`config.mk`:
```
export PLATFORM = sky130hd
export DESIGN_NAME = trans_seq
export DESIGN_NICKNAME = d
export VERILOG_FILES = /design/src/rtl/trans_seq.sv
export SDC_FILE = /design/constraint.sdc
export NUM_CORES = 1
export LEC_CHECK = 0
export ABC_CLOCK_PERIOD_IN_PS = 5100
export BUFFER_PORTS_ARGS = -buffer_cell sky130_fd_sc_hd__clkbuf_2
export CAP_MARGIN = 20
export CORE_MARGIN = 3
export CORE_UTILIZATION = 40
export CTS_BUF_LIST = sky130_fd_sc_hd__clkbuf_8
export DETAILED_ROUTE_END_ITERATION = 16
export MAX_ROUTING_LAYER = met4
export SLEW_MARGIN = 20
export SYNTH_ARGS = -nofsm -noshare
export SYNTH_HDL_FRONTEND = slang
export SYNTH_SLANG_ARGS = --single-unit
```
`constraint.sdc`:
```
create_clock -name clk -period 5.1 [get_ports clk]
set_input_delay 0.255 -clock clk [delete_from_list [all_inputs] [get_ports clk]]
set_output_delay 0.255 -clock clk [all_outputs]
set_load 0.05 [all_outputs]
```
`src/rtl/trans_seq.sv`:
```
`default_nettype none
// ============================================================================
// Module   : trans_seq
// Brief    : Streams a latched NxN matrix row by row through an external
//            transpose unit and scatters the returned columns into the result.
// Revision : 1.0
// ============================================================================
module trans_seq #(
  parameter int N = 5,
  parameter int W = 8
) (
  input  logic             clk,
  input  logic             rst_n,
  input  logic             start,
  input  logic [N*N*W-1:0] matrix_in,
  output logic [N*W-1:0]   row_out,
  input  logic [N*W-1:0]   col_in,
  output logic             busy,
  output logic             done,
  output logic [N*N*W-1:0] matrix_out
);

  localparam int c_MW = N * N * W;
  localparam int c_RW = N * W;
  localparam int c_IW = (N > 1) ? $clog2(N) : 1;

  typedef enum logic [1:0] {
    S_IDLE = 2'd0,
    S_FEED = 2'd1,
    S_DONE = 2'd2
  } state_t;

  state_t            r_state;
  state_t            w_next;
  logic [c_IW-1:0]   r_idx;
  logic [c_MW-1:0]   r_src;
  logic [c_MW-1:0]   r_mat;
  logic [c_RW-1:0]   w_row;
  logic              w_busy;
  logic              w_done;

  // Row mux built from constant slices so every select stays in range.
  always_comb begin
    w_row = '0;
    for (int r = 0; r < N; r++) begin
      if (r_idx == c_IW'(r)) begin
        w_row = r_src[c_MW-1-r*c_RW -: c_RW];
      end
    end
  end

  always_comb begin
    w_next = r_state;
    w_busy = 1'b0;
    w_done = 1'b0;
    case (r_state)
      S_IDLE: begin
        if (start) begin
          w_next = S_FEED;
        end
      end
      S_FEED: begin
        w_busy = 1'b1;
        if (r_idx == c_IW'(N - 1)) begin
          w_next = S_DONE;
        end
      end
      S_DONE: begin
        w_done = 1'b1;
        w_next = S_IDLE;
      end
      default: begin
        w_next = S_IDLE;
      end
    endcase
  end

  always_ff @(posedge clk or negedge rst_n) begin
    if (!rst_n) begin
      r_state <= S_IDLE;
      r_idx   <= '0;
      r_src   <= '0;
      r_mat   <= '0;
    end else begin
      r_state <= w_next;
      case (r_state)
        S_IDLE: begin
          if (start) begin
            r_src <= matrix_in;
            r_mat <= '0;
            r_idx <= '0;
          end
        end
        S_FEED: begin
          // Column element c of source row idx lands at result (c, idx).
          for (int r = 0; r < N; r++) begin
            if (r_idx == c_IW'(r)) begin
              for (int c = 0; c < N; c++) begin
                r_mat[c_MW-1-(c*N+r)*W -: W] <= col_in[c_RW-1-c*W -: W];
              end
            end
          end
          if (r_idx == c_IW'(N - 1)) begin
            r_idx <= '0;
          end else begin
            r_idx <= r_idx + 1'b1;
          end
        end
        default: begin
        end
      endcase
    end
  end

  assign row_out    = w_busy ? w_row : '0;
  assign busy       = w_busy;
  assign done       = w_done;
  assign matrix_out = r_mat;

endmodule
`default_nettype wire

```
### Word level (Yosys, flattened, before mapping)

Index checks and enable logic that the tools add are counted.

| storage, ports and cells | value |
|---|---|
| bits in latches | 0 |
| memories kept | 0 |
| output and inout bits | 242 |
| bits in read-only memories | 0 |
| input bits | 243 |
| memory bits (writable) | 0 |
| register bits | 405 |

| operators by class | value |
|---|---|
| bitwise operators | 0 |
| equal/unequal tests | 12 |
| divide/modulo/power cells | 0 |
| mux-type cells | 41 |
| add/subtract/negate cells | 1 |
| shift operators | 0 |
| reductions and logical operators | 11 |
| magnitude comparators | 0 |
| multipliers | 0 |

Operator list:

| kind | count |
|---|---|
| 200-bit one-hot mux with 2 select lines | 1 |
| 40-bit 2-to-1 mux | 6 |
| 200-bit 2-to-1 mux | 1 |
| 8-bit 2-to-1 mux | 25 |
| 3-bit AND reduction | 5 |
| 2-bit != test (second input constant) | 6 |
| 3-bit by 2-bit equality test with 1-bit output (second input constant) | 2 |
| 3-bit 2-to-1 mux | 2 |
| 3-bit one-hot mux with 2 select lines | 1 |
| 2-bit AND reduction | 3 |
| 2-bit 2-to-1 mux | 2 |
| 2-bit one-hot mux with 2 select lines | 1 |
| 3-bit by 1-bit adder with 3-bit output (second input constant) | 1 |
| 3-bit by 1-bit equality test with 1-bit output (second input constant) | 1 |
| 3-bit equality test (second input constant) | 1 |
| 3-bit zero test | 1 |
| 2-bit by 1-bit equality test with 1-bit output (second input constant) | 1 |
| 2-bit equality test (second input constant) | 1 |
| 2-bit zero test | 1 |
| 1-bit 2-to-1 mux | 2 |
| 2-bit nonzero test | 1 |

### Logic depth before layout (Yosys ltp)

| depth | value |
|---|---|
| word-level depth | 7 |
| depth in mapped cells | 8 |
| mapped depth without buffers | 6 |

### Worst setup path before layout

OpenSTA, ideal clock, no wires.

| timing | value |
|---|---|
| kind | reg-to-output |
| from | reg r_idx[0] |
| to | out row_out[38] |
| required time | 4.845 ns |
| buffers on the path | 2 |
| arrival time | 2.122 ns |
| slack | 2.723 ns |
| stages on the path, launching flop included | 8 |
| path through | dfrtp_1 ha_1 ha_1 or4b_1 buf_6 buf_12 a221oi_2 a221o_1 |

| on the way | value |
|---|---|
| word-level cells in the longest chain between the ends | 7 |

RTL lines:

| element | RTL line | source |
|---|---|---|
| start, declared | 35 | `logic [c_IW-1:0] r_idx;` |
| start signal, assigned | 106 | `r_idx <= r_idx + 1'b1;` |
| 3-bit zero test | 46 | `if (r_idx == c_IW'(r)) begin` |
| 40-bit 2-to-1 mux (4 in series) | 46 |  |
| 40-bit 2-to-1 mux * | 46 |  |
| 40-bit 2-to-1 mux * | 115 | `assign row_out = w_busy ? w_row : '0;` |
| end, declared | 16 | `output logic [N*W-1:0] row_out,` |

Mark *: on every way between the ends. The rest lies on a longest branch, timed or not.

### Final worst setup path

| timing | value |
|---|---|
| from | reg r_idx[2] |
| to | out row_out[28] |

The elaborated chain is that of the path after synthesis.

==> metrics.txt <==
# TYPE chip_impl_metric gauge
chip_impl_metric{name="cts_max_path_buffers",unit=""} 3
chip_impl_metric{name="worstSkewPairLatency",unit="ns"} 0.61
chip_impl_metric{name="num_vias",unit=""} 14826
chip_impl_metric{name="ctsHtreeMaxLevel",unit=""} 3
chip_impl_metric{name="design.final.nets",unit=""} 2512
chip_impl_metric{name="clk_transition_reported_paths",unit="ns"} 0.06
chip_impl_metric{name="ys.warnings.count",unit=""} 0
chip_impl_metric{name="period_share",unit=""} 0.7940
chip_impl_metric{name="vias_per_cell",unit=""} 5.211
chip_impl_metric{name="cts.repair_timing.setup_buffer_count",unit=""} 0
chip_impl_info{name="cts_tree",value="built"} 1
chip_impl_metric{name="min_delay_path_depth",unit=""} 3
chip_impl_metric{name="number_of_antenna_violations_at_the_first_check_in_global_routing",unit=""} 5
chip_impl_info{name="top_cells_by_instance_count_after_synthesis",value="sky130_fd_sc_hd__nand2_1 (609), sky130_fd_sc_hd__dfrtp_1 (405), sky130_fd_sc_hd__a22o_1 (193)"} 1
chip_impl_metric{name="ctsResizeCount",unit=""} 0
chip_impl_metric{name="routed_wire_length_per_instance",unit="um"} 20.02
chip_impl_info{name="end_kind",value="output port"} 1
chip_impl_info{name="postSynth.topFlopCell",value="sky130_fd_sc_hd__dfrtp_1"} 1
chip_impl_metric{name="timing.reg2reg.worst_path_depth",unit=""} 5
chip_impl_metric{name="avgSynthCellArea",unit="um^2"} 10.56
chip_impl_metric{name="globalplace.congestion",unit=""} 0.8496
chip_impl_metric{name="cts.sinks",unit=""} 405
chip_impl_metric{name="vdd.ir_drop.worst",unit="uV"} 539.5
chip_impl_metric{name="drv_slew",unit=""} 0
chip_impl_metric{name="synth-seq-area-share",unit=""} 0.6062
chip_impl_metric{name="total_nets_after_synthesis",unit=""} 1831
chip_impl_metric{name="die_area",unit="um^2"} 44290
chip_impl_metric{name="worst_slew_margin_relative_to_its_limit",unit=""} 0.2338
chip_impl_metric{name="dieWidth",unit="um"} 210.4
chip_impl_metric{name="fp.dieH",unit="um"} 210.4
chip_impl_metric{name="numPortBuffers",unit=""} 484
chip_impl_metric{name="syn_to_final_growth",unit="%"} 39.00
chip_impl_metric{name="ys_async_sr_fraction",unit=""} 1.000
chip_impl_metric{name="globalRouteTotalUtil",unit=""} 0.2606
chip_impl_metric{name="max_cap_violations",unit=""} 0
chip_impl_info{name="synth_most_common_cell",value="sky130_fd_sc_hd__nand2_1"} 1
chip_impl_metric{name="min_period",unit="ns"} 4.050
chip_impl_metric{name="power_leakage",unit="uW"} 0.01221
chip_impl_metric{name="post-route-worst-setup-slack",unit="ns"} 1.050
chip_impl_metric{name="max_clock_freq",unit="MHz"} 246.9
chip_impl_metric{name="route.detailed.drc",unit=""} 0
chip_impl_metric{name="numCtsBuffers",unit=""} 70
chip_impl_metric{name="syn-instance-count",unit=""} 1583
chip_impl_metric{name="setup-tns-final",unit="ns"} 0
chip_impl_metric{name="postCtsHoldBufs",unit=""} 241
chip_impl_info{name="run_status",value="finished clean"} 1
chip_impl_metric{name="start_util",unit=""} 0.4076
chip_impl_metric{name="critical_path.max_stage_delay",unit="ns"} 0.99
chip_impl_info{name="critical_path_top_delay_cell",value="sky130_fd_sc_hd__and2_2"} 1
chip_impl_metric{name="globalRoute.totalOverflow",unit=""} 0
chip_impl_metric{name="worst_ep_required_time",unit="ns"} 4.85
chip_impl_metric{name="detailedRoute.firstPassIterationCount",unit=""} 5
chip_impl_metric{name="rows",unit=""} 74
chip_impl_metric{name="synth_cell_types",unit=""} 34
chip_impl_metric{name="path_buf_inv",unit=""} 2
chip_impl_metric{name="total_number_of_cells_along_the_worst_setup_path",unit=""} 6
chip_impl_metric{name="synth_top_area_frac",unit=""} 0.6062
chip_impl_metric{name="first_iter_violations",unit=""} 1223
chip_impl_info{name="rsz0062_at_grt",value="no"} 1
chip_impl_metric{name="fin_skew",unit="ns"} 0.01148
chip_impl_metric{name="grt_first_pass_wirelength",unit="um"} 87870
chip_impl_metric{name="grt_max_degree",unit=""} 200
chip_impl_metric{name="cp.arrival",unit="ns"} 3.79
chip_impl_info{name="critical_path.top_delay_family",value="simple AND/OR/NAND/NOR gates"} 1
chip_impl_metric{name="total_length_of_routed_wires",unit="um"} 56950
chip_impl_metric{name="top_level_ports",unit=""} 485
chip_impl_metric{name="fp.coreArea",unit="um^2"} 41020
chip_impl_metric{name="finalSetupViolCount",unit=""} 0
chip_impl_metric{name="preCtsSetupSlack",unit="ns"} 1.721
chip_impl_metric{name="setup.reg_to_reg.worst_slack",unit="ns"} 1.82
chip_impl_metric{name="dp.final_hpwl",unit="um"} 35060
chip_impl_metric{name="critical_path_peak_fanout",unit=""} 41
chip_impl_info{name="area_contributors_post_synth",value="sky130_fd_sc_hd__dfrtp_1 (61%), sky130_fd_sc_hd__nand2_1 (14%), sky130_fd_sc_hd__a22o_1 (10%)"} 1
chip_impl_metric{name="max_slew.worst_pin.slew",unit="ns"} 1.147
chip_impl_metric{name="fillCellCount",unit=""} 3539
chip_impl_metric{name="number_of_enable_type_register_cells_in_the_synthesized_netlist",unit=""} 0
chip_impl_info{name="critical_path_class",value="register to output port"} 1
chip_impl_metric{name="synth.cell_area",unit="um^2"} 16720
chip_impl_info{name="critical_path.cell_chain",value="inv_1, ha_1, and3b_2, and2_2, a221o_1, clkbuf_2"} 1
chip_impl_info{name="timing.hold.worst.class",value="primary input to register"} 1
chip_impl_metric{name="power.density_cell_area",unit="nW/um^2"} 712.7
chip_impl_metric{name="postRouteAntennaNets",unit=""} 0
chip_impl_info{name="synth_largest_area_cell",value="sky130_fd_sc_hd__dfrtp_1"} 1
chip_impl_metric{name="ys_ff_latch",unit=""} 405
chip_impl_info{name="cts-root-buf",value="sky130_fd_sc_hd__clkbuf_8"} 1
chip_impl_info{name="startpoint_type",value="register"} 1
chip_impl_metric{name="final_layout_size_suffix_gt1_frac",unit=""} 0.2847
chip_impl_metric{name="final_hold_viol_count",unit=""} 0
chip_impl_metric{name="grt_pass1_vias",unit=""} 15393
[path summary, 6_finish.rpt]
kind                                  end  startpoint
max                           row_out[28]    r_idx[2]
min in group asynchronous       r_src[55]       rst_n
max reg2reg                matrix_out[60]    r_idx[0]
max in group asynchronous       r_src[45]       rst_n
min reg2reg                    r_src[198]  r_src[198]
min                            r_state[0]       start
[per-stage QoR]
step                area (um^2)  utilization  hold WS, ns  power (uW)  cells
floorplan                 16720            -     -0.04059       11380   1583
global placement          19370       0.4723       0.3167       13310   2480
detailed placement        19370       0.4723       0.3240       13440   2480
CTS                       23140       0.5642       0.1424       16560   2837
global route              23240       0.5666       0.1913       17490   2845
finish                    23240       0.5666       0.1915       16560   2845
[power by group]
group	internal (uW)	total, uW	leakage (uW)	switching [uW]
sequential	4580	5390	0.00519	816
combinational	2340	8270	0.00625	5930
clock	1560	2900	0.000769	1340
[metal layers]
metal	GRT usage	wire, um	vias up
met2	0.4031	26260	625
li1	-	-	6764
met1	0.3389	25020	7330
met3	0.06072	4110	107
met4	0.09423	1564	0
met5	-	0	-
[worst min-delay path, cell delays in order]
cell and delay (ns):
sky130_fd_sc_hd__clkbuf_2 0.10, sky130_fd_sc_hd__or3b_4 0.32, sky130_fd_sc_hd__nand2_1 0.07
[area by class of cell]
class	instances	area [um^2]	area share
repair buffers	740	5067	0.2181
multi-input cells	1042	5981	0.2574
clock inverters	28	146.4	0.006299
inverters	5	20.02	0.0008615
flip-flops and latches	405	10130	0.4361
diodes	5	12.51	0.0005384
clock buffers	88	1211	0.05212
well taps	532	665.6	0.02864
[sequential cells by signal, summed over array words and instances (netlist names)]
signal / cells
matrix_out: 200
r_state: 2
r_idx: 3
r_src: 200
[cells in the final DEF, fill, tap and decap left out, types with 39 or more instances in the layout]
cell	netlist	routed
sky130_fd_sc_hd__nor2b_1	40	40
sky130_fd_sc_hd__a211oi_2	39	39
sky130_fd_sc_hd__clkbuf_8	0	88
sky130_fd_sc_hd__dfrtp_1	405	405
sky130_fd_sc_hd__clkbuf_2	0	483
sky130_fd_sc_hd__nand3b_1	40	40
sky130_fd_sc_hd__a22o_1	193	193
sky130_fd_sc_hd__dlygate4sd3_1	0	241
sky130_fd_sc_hd__a221o_1	40	40
sky130_fd_sc_hd__a21oi_1	40	40
sky130_fd_sc_hd__nand2_1	609	609
[cell families (layout without fill, tap and decap cells)]
logic type | count (synthesis) | after routing | share of synthesized area
simple gates | 712 | 712 | 0.1794
fa+ha+maj | 5 | 5 | 0.003742
mux | 1 | 1 | 0.0005987
flops | 405 | 405 | 0.6062
compound gates | 324 | 324 | 0.1709
other cells | 0 | 5 | 0
buf+inv | 136 | 861 | 0.03914
No activity file was read; power rests on OpenSTA's default activity.
